### src/rtl/timetag_pkg.sv
// timetag_pkg: shared packetizer state encoding and FX2 packet-size constants
package timetag_pkg;
  typedef enum logic [1:0] {ST_STREAM, ST_PKTEND, ST_HOLDOFF} pkt_state_e;
  localparam int FX2_PKT_LEN_HS = 512;
  localparam int FX2_PKT_LEN_FS = 64;
endpackage

### src/rtl/fx2_packetizer_idle_timer.sv
// idle_timer: saturating idle counter with clear and enable, flags when LIMIT is reached
module idle_timer #(
  parameter int LIMIT = 47999
) (
  input  logic clk,
  input  logic rst,
  input  logic clr_i,
  input  logic en_i,
  output logic hit_o
);
  localparam int W = $clog2(LIMIT + 1);
  logic [W-1:0] cnt_q, cnt_d;
  assign hit_o = cnt_q == W'(LIMIT);
  always_comb cnt_d = clr_i ? '0 : (en_i && !hit_o) ? cnt_q + 1'b1 : cnt_q;
  always_ff @(posedge clk) cnt_q <= rst ? '0 : cnt_d;
endmodule

### src/rtl/fx2_packetizer.sv
// fx2_packetizer: byte stream to FX2 slave-FIFO writes, committing short packets on idle or flush
module fx2_packetizer
  import timetag_pkg::*;
#(
  parameter int PKT_LEN       = FX2_PKT_LEN_HS,
  parameter int FLUSH_TIMEOUT = 48000,
  parameter int HOLDOFF       = 4
) (
  input  logic        fx2_clk,
  input  logic        reset,
  input  logic        data_rdy,
  input  logic [7:0]  data,
  output logic        data_ack,
  input  logic        flush_req,
  input  logic        fx2_full,
  output logic        fx2_wr,
  output logic [7:0]  fx2_data,
  output logic        fx2_pktend,
  output logic [15:0] pkt_count
);
  localparam int BW = $clog2(PKT_LEN);
  localparam int HW = $clog2(HOLDOFF + 1);
  pkt_state_e state_q, state_d;
  logic [BW-1:0] byte_cnt_q, byte_cnt_d;
  logic [HW-1:0] hold_q, hold_d;
  logic [15:0] pkt_count_q, pkt_count_d;
  logic [7:0] data_q, data_d;
  logic flush_pending_q, flush_pending_d;
  logic wr_q, wr_d, pktend_q, pktend_d;
  logic accept, wrap, commit, flush_now, timeout_hit;
  assign data_ack   = state_q == ST_STREAM && !fx2_full && !flush_pending_q && !timeout_hit;
  assign accept     = data_rdy && data_ack;
  assign wrap       = accept && byte_cnt_q == BW'(PKT_LEN - 1);
  assign commit     = state_q == ST_PKTEND && !fx2_full;
  assign fx2_wr     = wr_q;
  assign fx2_data   = data_q;
  assign fx2_pktend = pktend_q;
  assign pkt_count  = pkt_count_q;
  // The counter runs one behind the idle cycle count so timeout_hit lands FLUSH_TIMEOUT cycles after the last accept
  idle_timer #(.LIMIT(FLUSH_TIMEOUT - 1)) u_idle (
    .clk   (fx2_clk),
    .rst   (reset),
    .clr_i (accept || commit),
    .en_i  (state_q == ST_STREAM && byte_cnt_q != '0),
    .hit_o (timeout_hit)
  );
  always_comb begin
    state_d         = state_q;
    hold_d          = hold_q;
    byte_cnt_d      = accept ? byte_cnt_q + 1'b1 : byte_cnt_q;
    flush_now       = state_q == ST_STREAM && flush_req && byte_cnt_d != '0;
    flush_pending_d = flush_pending_q || flush_now;
    wr_d            = accept;
    data_d          = accept ? data : data_q;
    pktend_d        = commit;
    pkt_count_d     = pkt_count_q + {15'd0, wrap || commit};
    if (state_q == ST_STREAM && (flush_pending_q || flush_now || timeout_hit) && !wr_q)
      state_d = ST_PKTEND;
    if (commit) begin
      byte_cnt_d      = '0;
      flush_pending_d = 1'b0;
      hold_d          = '0;
      state_d         = ST_HOLDOFF;
    end
    if (state_q == ST_HOLDOFF) begin
      hold_d  = hold_q + 1'b1;
      state_d = hold_q == HW'(HOLDOFF - 1) ? ST_STREAM : ST_HOLDOFF;
    end
  end
  always_ff @(posedge fx2_clk) begin
    if (reset) begin
      state_q         <= ST_STREAM;
      hold_q          <= '0;
      byte_cnt_q      <= '0;
      flush_pending_q <= 1'b0;
      wr_q            <= 1'b0;
      data_q          <= '0;
      pktend_q        <= 1'b0;
      pkt_count_q     <= '0;
    end else begin
      state_q         <= state_d;
      hold_q          <= hold_d;
      byte_cnt_q      <= byte_cnt_d;
      flush_pending_q <= flush_pending_d;
      wr_q            <= wr_d;
      data_q          <= data_d;
      pktend_q        <= pktend_d;
      pkt_count_q     <= pkt_count_d;
    end
  end
endmodule

### config.mk
export PLATFORM = sky130hd
export DESIGN_NAME = fx2_packetizer
export DESIGN_NICKNAME = d
export VERILOG_FILES = /design/src/rtl/timetag_pkg.sv /design/src/rtl/fx2_packetizer_idle_timer.sv /design/src/rtl/fx2_packetizer.sv
export SDC_FILE = /design/constraint.sdc
export NUM_CORES = 1
export LEC_CHECK = 0
export ABC_AREA = 1
export CAP_MARGIN = 10
export CORE_UTILIZATION = 30
export CTS_CLUSTER_DIAMETER = 60
export DETAILED_ROUTE_END_ITERATION = 8
export PLACE_DENSITY = 0.5
export SLEW_MARGIN = 10
export SYNTH_ARGS = -nofsm -noshare
export SYNTH_HDL_FRONTEND = slang
export SYNTH_SLANG_ARGS = --single-unit
### constraint.sdc
create_clock -name fx2_clk -period 3 [get_ports fx2_clk]
set_input_delay 0.45 -clock fx2_clk [delete_from_list [all_inputs] [get_ports fx2_clk]]
set_output_delay 0.45 -clock fx2_clk [all_outputs]
set_load 0.03 [all_outputs]
# Word-level counts from Yosys, hierarchy flattened
# Cells that the tools add are included.
# W data, S select, Z words.
dict set report classes {
  n_addsub 4
  n_eq_ne 5
  n_mux 7
  reduce_logical 27
}
# cell n
set op_table {}
lappend op_table {{$reduce_bool A9 Y1} 2}
lappend op_table {{$add A16 B1 Y16} 1}
lappend op_table {{$add A16 B1 Y16 const B} 1}
lappend op_table {{$eq A16 B16 Y1 const B} 1}
lappend op_table {{$logic_and A1 B1 Y1} 12}
lappend op_table {{$add A9 B1 Y9 const B} 1}
lappend op_table {{$eq A9 B9 Y1 const B} 1}
lappend op_table {{$mux W9} 1}
lappend op_table {{$mux W2} 4}
lappend op_table {{$mux W3} 2}
lappend op_table {{$logic_not A1 Y1} 4}
lappend op_table {{$logic_or A1 B1 Y1} 4}
lappend op_table {{$reduce_or A2 Y1} 2}
lappend op_table {{$add A3 B1 Y3 const B} 1}
lappend op_table {{$eq A3 B2 Y1 const B} 1}
lappend op_table {{$reduce_bool A3 Y1} 1}
lappend op_table {{$eq A2 B1 Y1 const B} 1}
lappend op_table {{$eq A2 B2 Y1 const B} 1}
lappend op_table {{$logic_not A2 Y1} 1}
lappend op_table {{$reduce_bool A2 Y1} 1}
dict set report totals {
  reg_bits 57
  input_bits 13
  elab_cells 52
}

# Depth between registers and ports, before layout
dict set report depth {
  word_depth 15
  depth_mapped 23
}

# Cells and area by module
# Synthesis repeated with hierarchy kept, for this count alone.
dict set report unflattened {
  hier_cells 429
  area_unflattened_um2 2941.6
}
# mod n_inst cells_per_inst area_each_um2
set by_module_without_submodules {}
lappend by_module_without_submodules {fx2_packetizer 1 265 1953.1}
lappend by_module_without_submodules {idle_timer 1 164 988.4}

# Least setup slack after synthesis
# OpenSTA, ideal clock, no wires.
dict set report synth_path {
  path_type {flip-flop to flip-flop}
  from {register u_idle.cnt_q[0]}
  to {register pkt_count_q[14] (netlist: pkt_count[14])}
  setup_ps 70
  t_arrival_ps 2687
  setup_slack_ps 243
  stages_incl_launch_ff 21
  n_path_buf 1
  synth_period_minus_slack_ps 2757
  cell_sequence {dfxtp_1 > ha_1 > nand3_1 > nor2_1 > nand2_2 > nand3_4 > inv_2 > buf_6 > nand2_1 > nand2_1 > ha_1 > ha_1 > nand2_1 > nor3_1 > nand2_1 > nor2_1 > and2_1 > nand4_1 > nor3_1 > o21ai_0 > a21oi_1}
}
dict set report synth_between {
  elab_chain_cells 7
}
# element line_no
set synth_lines {}
lappend synth_lines {{start, declared} fx2_packetizer_idle_timer.sv:12} ;# logic [W-1:0] cnt_q, cnt_d;
lappend synth_lines {{start signal, assigned} fx2_packetizer_idle_timer.sv:15} ;# always_ff @(posedge clk) cnt_q <= rst ? '0 : cnt_d;
lappend synth_lines {{$eq A16 B16 Y1} fx2_packetizer_idle_timer.sv:13} ;# assign hit_o = cnt_q == W'(LIMIT);
lappend synth_lines {{$logic_not A1 Y1} fx2_packetizer.sv:31} ;# assign data_ack = state_q == ST_STREAM && !fx2_full && !flush_pending_q && !timeout_hit;
lappend synth_lines {{$logic_and A1 B1 Y1} fx2_packetizer.sv:31}
lappend synth_lines {{$logic_and A1 B1 Y1} fx2_packetizer.sv:32} ;# assign accept = data_rdy && data_ack;
lappend synth_lines {{$logic_and A1 B1 Y1} fx2_packetizer.sv:33} ;# assign wrap = accept && byte_cnt_q == BW'(PKT_LEN - 1);
lappend synth_lines {{$logic_or A1 B1 Y1} fx2_packetizer.sv:56} ;# pkt_count_d = pkt_count_q + {15'd0, wrap || commit};
lappend synth_lines {{$add A16 B1 Y16} fx2_packetizer.sv:56}
lappend synth_lines {{end signal, assigned} fx2_packetizer.sv:88} ;# pkt_count_q <= pkt_count_d;
lappend synth_lines {{end, declared} fx2_packetizer.sv:26} ;# logic [15:0] pkt_count_q, pkt_count_d;
# No other way between the ends.
# A chain may end at the register's enable or synchronous reset.

# Worst setup path after layout
dict set report layout_path {
  from {register byte_cnt_q[1]}
  to {register pkt_count_q[14] (netlist: pkt_count[14])}
}
dict set report layout_between {
  elab_chain_cells 4
}
# element line_no
set layout_lines {}
lappend layout_lines {{start, declared} fx2_packetizer.sv:24} ;# logic [BW-1:0] byte_cnt_q, byte_cnt_d;
lappend layout_lines {{start signal, assigned} fx2_packetizer.sv:83} ;# byte_cnt_q <= byte_cnt_d;
lappend layout_lines {{$eq A9 B9 Y1} fx2_packetizer.sv:33}
lappend layout_lines {{$logic_and A1 B1 Y1} fx2_packetizer.sv:33}
lappend layout_lines {{$logic_or A1 B1 Y1} fx2_packetizer.sv:56}
lappend layout_lines {{$add A16 B1 Y16} fx2_packetizer.sv:56}
# No other way between the ends.

==> impl.org <==
** Run status
- Result of the run :: finished clean

** Critical path
- Worst R2R Path Depth :: 19
- Required time of the worst setup path :: 3.22 ns
- Along the worst path, the maximum fanout reaches 4.
- The startpoint identified for the worst register-to-register timing path is byte_cnt_q[1]$_SDFF_PP0_.
- At the worst endpoint, the arrival time is 2.96 ns.
- By startpoint and endpoint, the worst setup path is classified as flip-flop to flip-flop.
- Type of element launching the critical path :: flip-flop
- Across all register-to-register paths, the minimum setup slack is 0.26 ns.
- Type of element capturing the critical path :: flip-flop
- The worst register-to-register path ends at pkt_count[14]$_SDFF_PP0_.

** Global route
- For met1 alone, demand over resource in global routing was 17.8%.
- Vias in the first global route :: 2377
- Entering global routing, the biggest net connects 24 pins.
- The initial antenna violation count came to 0.
- Across every metal layer, demand over resource in global routing totals 13.9%.
- For met3 alone, demand over resource in global routing was 3.87%.
- Wire length of the first global-routing pass :: 10600 µm
- Fraction of met2 tracks used by global routing :: 21.9%
- After global routing the overflow that remains totals 0.
- Layer with the highest usage :: met2

** Die
- During I/O placement, the number of pins put on the boundary was 40.
- Initial core utilization :: 31.4%
- The die is 97.9 µm wide.
- Placeable Area :: 8810 µm²
- Chip Height :: 97.9 µm
- Number of placement rows :: 34
- Area enclosed by the die boundary :: 9590 µm²

** Synthesis
- Count of state elements after synthesis :: 57
- Share of synthesized registers carrying an async set or reset :: 0%
- Synth area leader :: sky130_fd_sc_hd__dfxtp_1
- The synthesized netlist occupies a cell area of 2760 µm².
- The commonest cells after synthesis are sky130_fd_sc_hd__nand2_1, sky130_fd_sc_hd__dfxtp_1, sky130_fd_sc_hd__inv_1.
- Dividing the synthesized area by the synthesized cell count gives 7.15 µm².
- Gate count after technology mapping :: 386
- Commonest register cell after synthesis :: sky130_fd_sc_hd__dfxtp_1
- Cell with the most instances after synthesis :: sky130_fd_sc_hd__nand2_1
- Area fraction of the dominant cell type after synthesis :: 41.3%
- Count of distinct cell types in the synthesized netlist :: 34
- Number of nets produced by synthesis :: 407
- Number of warnings reported in the yosys synthesis log :: 0
- By area the synthesized netlist is led by sky130_fd_sc_hd__dfxtp_1, sky130_fd_sc_hd__nand2_1, sky130_fd_sc_hd__inv_1, sky130_fd_sc_hd__a21oi_1, sky130_fd_sc_hd__nor2_1.
- Share of synthesized area occupied by flip-flops and latches :: 41.3%
- Number of flops mapped to enable cells by yosys :: 0

** STA
- Final Max Tran Viols :: 0
- Skew final :: 0.0112 ns
- Setup violations, final :: 0
- Once routing completed, OpenROAD measured the worst setup slack at 0.260 ns.
- For this run, the top clock speed supported by timing is 365 MHz.
- Slew at the pin closest to its max-slew limit :: 0.326 ns
- In the finished design, the share of the clock period the worst path needs comes to 91.3%.
- The hold violation total from the final report came to 0.
- The smallest clock period supported by the final layout is computed as 2.74 ns.
- Measured against its own limit, the worst slew margin works out to 78.1%.

** Route
- First DRT Iteration DRCs :: 62
- Via-to-Cell Ratio :: 4.62
- Via count of the routed design :: 2582
- Post-route ant nets :: 0
- Average wire per standard cell :: 11.0 µm
- DRC violation count after routing :: 0
- Total Routed Length :: 6160 µm
- DR pass1 iterations :: 4

** Power
- Registers are responsible for 40.8% of the overall power.
- Total leakage power :: 1.44 nW
- Power spread over the standard cell area amounts to 575 nW/µm².
- Across the VDD grid, the largest voltage drop is 0.231 mV.
- Clock share of power :: 34.8%
- Fraction of power spent switching nets :: 31.8%
- Cell internal power was estimated by the tool at 1.42 mW.
- Summed over all nets, the switching power comes to 0.661 mW.
- Logic gate share of total power :: 24.4%

** Clock network
- Number of clock buffers inserted by TritonCTS :: 9
- Number of buffers on the longest clock path :: 2
- Clock latency at the later pin of the worst-skew pair :: 0.33 ns
- Clk Tree Root Cell :: sky130_fd_sc_hd__clkbuf_8
- Htree depth :: 3
- Sinks on Clock Net :: 57
- TritonCTS built the clock tree.
- Clock-pin slew was measured on the worst setup and hold paths at 0.07 ns.

** Worst hold path
- The path class of the tightest hold or removal check is flip-flop to flip-flop.
- Min-delay src :: hold_q[1]$_SDFFE_PP0N_
- The path with the worst hold slack has its endpoint at hold_q[1]$_SDFFE_PP0N_.
- The worst hold path was traced through 2 stages.

** Cells and area
- Of the cells placed in the final design, the portion with a size suffix greater than 1 is 13.3%.
- Cells fill 41.0% of the core in the end.
- Synthesis-to-layout area growth :: 30.8%
- Antenna Cells :: 0
- Final Net Count :: 468

** Placement
- Detailed placement ended at an HPWL of 4420 µm.
- Before CTS, the worst setup slack after placement is -0.139 ns.
- Number of buffers added on ports :: 39
- Global placement routability congestion :: 0.751

** Flow run
- Across the run, the number of max-cap violations was 0.
## cells by family (layout without fill, tap and decap cells)
family | Yosys count | in the layout | synth area share [%]
fa+ha+maj | 8 | 8 | 3.62
flops | 57 | 57 | 41.3
compound gates | 59 | 59 | 11.4
xor+xnor | 4 | 4 | 1.27
buf+inv | 67 | 132 | 9.92
simple gates | 191 | 191 | 32.4
## area by class of cell
class / count / area [µm²]
inverter: 61 / 229
sequential: 57 / 1140
timing repair buffer: 56 / 518
clock buffer: 12 / 155
multi-input combinational: 262 / 1390
clock inverter: 3 / 40.0
fill: 905 / 5190
tap: 108 / 135
## cell usage in the layout (no fill, tap or decap), drive strengths merged, types with 8 or more instances in the layout
cell,n
ha,8
clkdlybuf4s50,39
buf,17
dfxtp,57
nand2,90
inv,60
nand4,13
nor3,21
a21oi,39
nand3,18
nor2,45
clkbuf,12
o21ai,15
## registers in the layout, indices dropped and copies added (netlist names)
signal,cells
u_idle.cnt_q,16
fx2_pktend,1
flush_pending_q,1
state_q,2
fx2_data,8
pkt_count,16
fx2_wr,1
byte_cnt_q,9
hold_q,3
## timing repair
action | CTS | global route
endpoints found under the hold margin | 0 | 0
hold buffers | 0 | 0
resized for setup | 0 | 11
setup buffers | 0 | 2
setup endpoints to repair | 0 | 5
## through the flow
stage	power (mW)	cells	hold WS, ns	area [µm²]	setup TNS (ns)
after floorplan	1.21	386	0.432	2760	0
after global placement	1.37	542	0.451	3350	-0.0270
after detailed placement	1.37	542	0.456	3350	-0.158
after CTS	2.11	557	0.466	3550	0
after global routing	2.21	559	0.479	3610	-0.0197
final	2.08	559	0.463	3610	0
## critical path, stage by stage, from the launching register on
cell and delay [ns]:
sky130_fd_sc_hd__dfxtp_2 0.38, sky130_fd_sc_hd__ha_4 0.15, sky130_fd_sc_hd__nand2_1 0.06, sky130_fd_sc_hd__inv_1 0.06, sky130_fd_sc_hd__nand2_1 0.07, sky130_fd_sc_hd__nor3_2 0.14
sky130_fd_sc_hd__ha_2 0.20, sky130_fd_sc_hd__nand2_1 0.05, sky130_fd_sc_hd__nand2_1 0.05, sky130_fd_sc_hd__ha_1 0.17, sky130_fd_sc_hd__ha_1 0.17, sky130_fd_sc_hd__nand2_1 0.08
sky130_fd_sc_hd__nor3_2 0.14, sky130_fd_sc_hd__nand2_1 0.10, sky130_fd_sc_hd__nor2_2 0.11, sky130_fd_sc_hd__and2_4 0.15, sky130_fd_sc_hd__nand4_1 0.13, sky130_fd_sc_hd__nor3_2 0.23
sky130_fd_sc_hd__buf_4 0.13, sky130_fd_sc_hd__a21oi_1 0.05
## routing by layer
metal / part of all wire (%) / vias up / wire (µm)
met1: 51 / 1166 / 3130
met3: 3.4 / 8 / 208
li1: - / 1369 / -
met2: 45 / 39 / 2750
met4: 1.3 / 0 / 80
met5: 0 / - / 0
## power by group through the flow
stage,Combinational [mW],Clock [mW],Sequential (mW)
after floorplan,0.315,0,0.894
after CTS,0.515,0.746,0.845
after global placement,0.506,0,0.860
after detailed placement,0.513,0,0.862
final,0.507,0.723,0.848
after global routing,0.573,0.782,0.854
## worst max-delay path by stage
stage | to | cells past startpoint | slack [ns] | start
3_3_place_gp | pkt_count[14]$_SDFF_PP0_ | 17 | -0.03 | fx2_full
5_1_grt | pkt_count[14]$_SDFF_PP0_ | 19 | -0.01 | byte_cnt_q[0]$_SDFF_PP0_
2_1_floorplan | pkt_count[14]$_SDFF_PP0_ | 20 | 0.24 | u_idle.cnt_q[0]$_SDFFE_PP0P_
6_report | pkt_count[14]$_SDFF_PP0_ | 19 | 0.26 | byte_cnt_q[1]$_SDFF_PP0_
4_1_cts | pkt_count[14]$_SDFF_PP0_ | 19 | 0.01 | byte_cnt_q[1]$_SDFF_PP0_
3_5_place_dp | pkt_count[14]$_SDFF_PP0_ | 17 | -0.14 | fx2_full
Note: power is estimated with default switching activity, not from simulation.
==> variant 1, RTL diff (same flow settings) <==
Put one more register stage on the output `pkt_count`, without a reset. The value now appears one clock later. The other outputs are not delayed to match.
--- a/src/rtl/fx2_packetizer.sv
+++ b/src/rtl/fx2_packetizer.sv
@@ -35,7 +35,9 @@
   assign fx2_wr     = wr_q;
   assign fx2_data   = data_q;
   assign fx2_pktend = pktend_q;
-  assign pkt_count  = pkt_count_q;
+  always_ff @(posedge fx2_clk) begin
+    pkt_count <= pkt_count_q;
+  end
   // The counter runs one behind the idle cycle count so timeout_hit lands FLUSH_TIMEOUT cycles after the last accept
   idle_timer #(.LIMIT(FLUSH_TIMEOUT - 1)) u_idle (
     .clk   (fx2_clk),
Formal check against the unedited RTL: not equivalent (a bounded check fails within 4 cycles, from zero or initial values and one cycle with reset high).
==> variant 1 against the unedited design <==
Sequential power increased by 25%. Worst setup slack got worse by 0.13 ns. Total power increased by 21%. Sequential cell count increased by 16. First-iteration DRC count increased by 16%. Global-route usage decreased by 1.2 points. Area after synthesis increased by 13%. Die area increased by 12%. Cell area increased by 14%. Critical path depth unchanged. Clock skew decreased by 0.0037 ns. Wire length increased by 4.6%. Synthesized cell count increased by 3.9%. Clock power increased by 30%. Largest cell class is now registers. Highest routed layer unchanged.
==> variant 1: results (changes against the unedited design) <==
----------------------------------------------------
[Synth]
  Sequential fraction of the synthesis area ... 47.04% (+5.7 points)
  Top area cells in the synthesized netlist ... sky130_fd_sc_hd__dfxtp_1 (47%), sky130_fd_sc_hd__nand2_1 (11%), sky130_fd_sc_hd__nor2_1 (6.8%)
  Number of cells produced by synthesis ... 401 (+3.9%)
  Count of unique library cells instantiated by Yosys ... 36 (+5.9%)

[Placement]
  HPWL Detailed ... 4499 um (+1.7%)
  Placed cell areas ... 0.003727 mm2 (+11%)
  Cell count after placement ... 580 (+7.0%)
  Global placer's final weighted congestion ... 0.8047 (+7.2%)

[Finish]
  Number of signal-net inverters in the final layout ... 54 (-11%)
  Non-filler cells in the finished layout ... 605 (+8.2%)
  Buffers, non-clock ... 62 (+11%)
  Fraction of layout cells with a size suffix above 1 ... 18.22% (+4.9 points)
  Net count of the finished layout ... 488 (+4.3%)
  FF+latch area ... 0.001469 mm2 (+29%)
  Layout buffering overhead excluding clock cells ... 13.71% (-0.63 points)
  Multi-input gate share of total cell area ... 35.58% (-3.0 points)
  Fill cell instance count of the final layout ... 1046 (+16%)
  Number of multi-input combinational cells ... 267 (+1.9%)

[Clock network]
  TritonCTS Sinks ... 73 (+28%)
  Worst skew pair latency ... 0.35 ns (+0.02 ns)

[Route]
  Met2 routed WL ... 2802 um (+2.1%)
  Routed wire length ... 6439 um (+4.6%)
  Metal-1 WL ... 3278 um (+4.9%)
  Number of design-rule violations left by the first detailed-router iteration ... 72 (+16%)
  Vias/cell ... 4.350 (-5.8%)
  Routed wire length on met3 ... 273 um (+31%)

[STA]
  Layout Skew ... 0.007483 ns (-0.003685 ns)

[Power]
  Leak ... 1.634 nW (+14%)
  Pwr/cell area ... 610.0 mW/mm2 (+6.1%)
  Largest voltage drop on the vdd net ... 0.3247 mV (+40%)

[Global routing]
  Grt met2 use ... 19.13% (-2.8 points)
  Met1 layer usage reported by global route ... 16.58% (-1.2 points)
  Met3 usage in global routing ... 3.965% (+0.099 points)

[Run status]
  Result of the run ... completed

----------------------------------------------------
## variant 1: changes by cell type in the layout (fill, tap and decap cells not counted), moves of 4 or more
cell / delta
sky130_fd_sc_hd__dfxtp_1: +13
sky130_fd_sc_hd__nor2_1: +13
sky130_fd_sc_hd__nor3_1: -11
sky130_fd_sc_hd__inv_1: -9
sky130_fd_sc_hd__a21oi_1: -7
sky130_fd_sc_hd__o21ai_0: -7
sky130_fd_sc_hd__buf_4: +6
sky130_fd_sc_hd__nor2_4: +4
sky130_fd_sc_hd__xor2_1: +4
## variant 1: logic make-up (layout without fill, tap and decap cells)
family                   Yosys count  after routing  share of synthesized area, %
AND/OR/NAND/NOR                  203            203                         31.13
flip-flops                        73             73                         47.04
buffers and inverters             61            132                         7.934
AO/OA/AOI/OAI                     49             49                         8.700
adder cells (fa/ha/maj)            8              8                         3.222
XOR/XNOR                           7              7                         1.973
## variant 1: worst paths after layout
kind                        from  slack (ns)              end  depth (start not counted)
setup / recovery   byte_cnt_q[1]        0.13  pkt_count_q[15]                         19
hold / removal    pkt_count_q[0]        0.37     pkt_count[0]                          0
setup reg to reg   byte_cnt_q[1]        0.13  pkt_count_q[15]                         19
hold reg to reg   pkt_count_q[0]        0.37     pkt_count[0]                          0
## variant 1: power breakdown
part,switching [mW],internal [mW]
Combinational,0.310,0.189
Sequential,0.0382,1.03
Clock,0.385,0.557
## variant 1: timing repair
item | in CTS | in global routing
gates resized for setup | 0 | 22
hold endpoints to repair | 0 | 0
hold buffers | 0 | 0
setup buffers | 0 | 9
endpoints found under the setup margin | 0 | 5
==> variant 2, RTL diff (same settings) <==
Without the edit above. `HOLDOFF`: 4 -> 2.
--- a/src/rtl/fx2_packetizer.sv
+++ b/src/rtl/fx2_packetizer.sv
@@ -4,7 +4,7 @@
 #(
   parameter int PKT_LEN       = FX2_PKT_LEN_HS,
   parameter int FLUSH_TIMEOUT = 48000,
-  parameter int HOLDOFF       = 4
+  parameter int HOLDOFF       = 2
 ) (
   input  logic        fx2_clk,
   input  logic        reset,
Formal check against the unedited RTL: not equivalent (a bounded check fails within 10 cycles, from zero or initial values and one cycle with reset high).
==> variant 2 against the unedited design <==
Cell count is 2.0% lower. Synthesized cell count fell by 1.3%. Non-clock buffer count increased by 3. Highest routed layer unchanged. Wire length rose by 0.70%. Sequential cell count shrank 1. Total power fell by 8.8%. First-iteration DRC count decreased by 4.8%. Worst setup slack got worse by 0.048 ns. Via count shrank 2.5%. Area after synthesis down 0.18%. Cell area shrank 1.8%. Hold slack better by 0.0065 ns.
==> variant 2: results (changes against the unedited design) <==
----------------------------------------------------
[Run status]
  Result of the run ... completed

[Route]
  Metal-1 WL ... 3025 um (-3.2%)
  Number of design-rule violations left by the first detailed-router iteration ... 59 (-4.8%)
  Routed wire length ... 6201 um (+0.70%)
  Routed wire length on met3 ... 201 um (-3.4%)
  Met2 routed WL ... 2901 um (+5.7%)
  Vias/cell ... 4.593 (-0.56%)

[Synth]
  Share of synthesized cell area in full adder, half adder and majority cells ... 3.177% (-0.45 points)
  Count of unique library cells instantiated by Yosys ... 35 (+2.9%)
  Post-Synthesis Net Count ... 401 (-1.5%)
  Area fraction in compound gates after synthesis ... 9.986% (-1.4 points)
  Post-synthesis xor/xnor area fraction ... 2.224% (+0.96 points)
  Sequential fraction of the synthesis area ... 40.67% (-0.65 points)
  Top cells by count, synth ... sky130_fd_sc_hd__nand2_1 (82), sky130_fd_sc_hd__dfxtp_1 (56), sky130_fd_sc_hd__inv_1 (43), sky130_fd_sc_hd__nor2_1 (43), sky130_fd_sc_hd__a21oi_1 (33)
  Top area cells in the synthesized netlist ... sky130_fd_sc_hd__dfxtp_1 (41%), sky130_fd_sc_hd__nand2_1 (11%), sky130_fd_sc_hd__a21oi_1 (6.0%)

[Power]
  Leak ... 1.392 nW (-3.1%)
  Largest voltage drop on the vdd net ... 0.2385 mV (+3.2%)

[STA]
  Layout Skew ... 0.007265 ns (-0.003904 ns)
  Fmax achieved ... 358.6 MHz (-1.7%)
  Worst rel slew slack ... 65.19% (-13 points)

[Finish]
  Fill cell instance count of the final layout ... 904 (-0.11%)
  Fraction of layout cells with a size suffix above 1 ... 13.86% (+0.56 points)

[Placement]
  Port-buffer cells ... 39 (unchanged)
  Worst slack after detailed placement ... -0.1693 ns (-0.03007 ns)

[Global routing]
  Grt met2 use ... 23.73% (+1.8 points)
  First-pass GRT wire length ... 10790 um (+1.8%)
  Global-route total usage across every layer ... 13.74% (-0.12 points)
  Met1 layer usage reported by global route ... 16.94% (-0.87 points)
  Number of global-route vias before repair ... 2461 (+3.5%)

[Clock network]
  H-tree depth ... 2 (-1)
  Number of CTS-inserted buffers ... 5 (-4)
  Worst-path clk slew ... 0.10 ns (+0.03 ns)

[Critical path]
  Cell with the largest stage delay on the worst path ... sky130_fd_sc_hd__dfxtp_1
  Longest individual stage delay on the worst path ... 0.34 ns (-0.04 ns)
  Worst setup path startpoint ... byte_cnt_q[0]
  Worst reg-to-reg setup slack ... 0.21 ns (-0.05 ns)
  Worst setup path endpoint ... pkt_count[12]

[Worst hold path]
  Worst Hold Path EP ... fx2_data[6]

----------------------------------------------------
[variant 2: what timing repair did]
action	CTS	global route
endpoints found under the setup margin	3	7
gates resized for setup	2	11
hold buffers	0	0
pin swaps	0	2
[variant 2: per-stage QoR]
step           cells  instance area (um2)  hold slack (ns)  utilization (%)
2_1_floorplan    381                 2756           0.4321                -
3_3_place_gp     540                 3393           0.4528            38.53
3_5_place_dp     540                 3393           0.4574            38.53
4_1_cts          548                 3516           0.4739            39.93
5_1_grt          548                 3548           0.5059            40.30
6_report         548                 3548           0.4692            40.30
[variant 2: cell type report]
type	instances	share of cell area [%]
repair buffers	59	15.30
flip-flops and latches	56	31.66
clock inverters	3	1.199
multi-input cells	265	40.51
clock buffers	5	1.939
inverters	52	5.571
well taps	108	3.808
[variant 2: report_power, final]
group          switching (mW)  internal, mW
logic                   0.358         0.198
registers              0.0352         0.799
clock network           0.256         0.248
total                   0.649          1.25
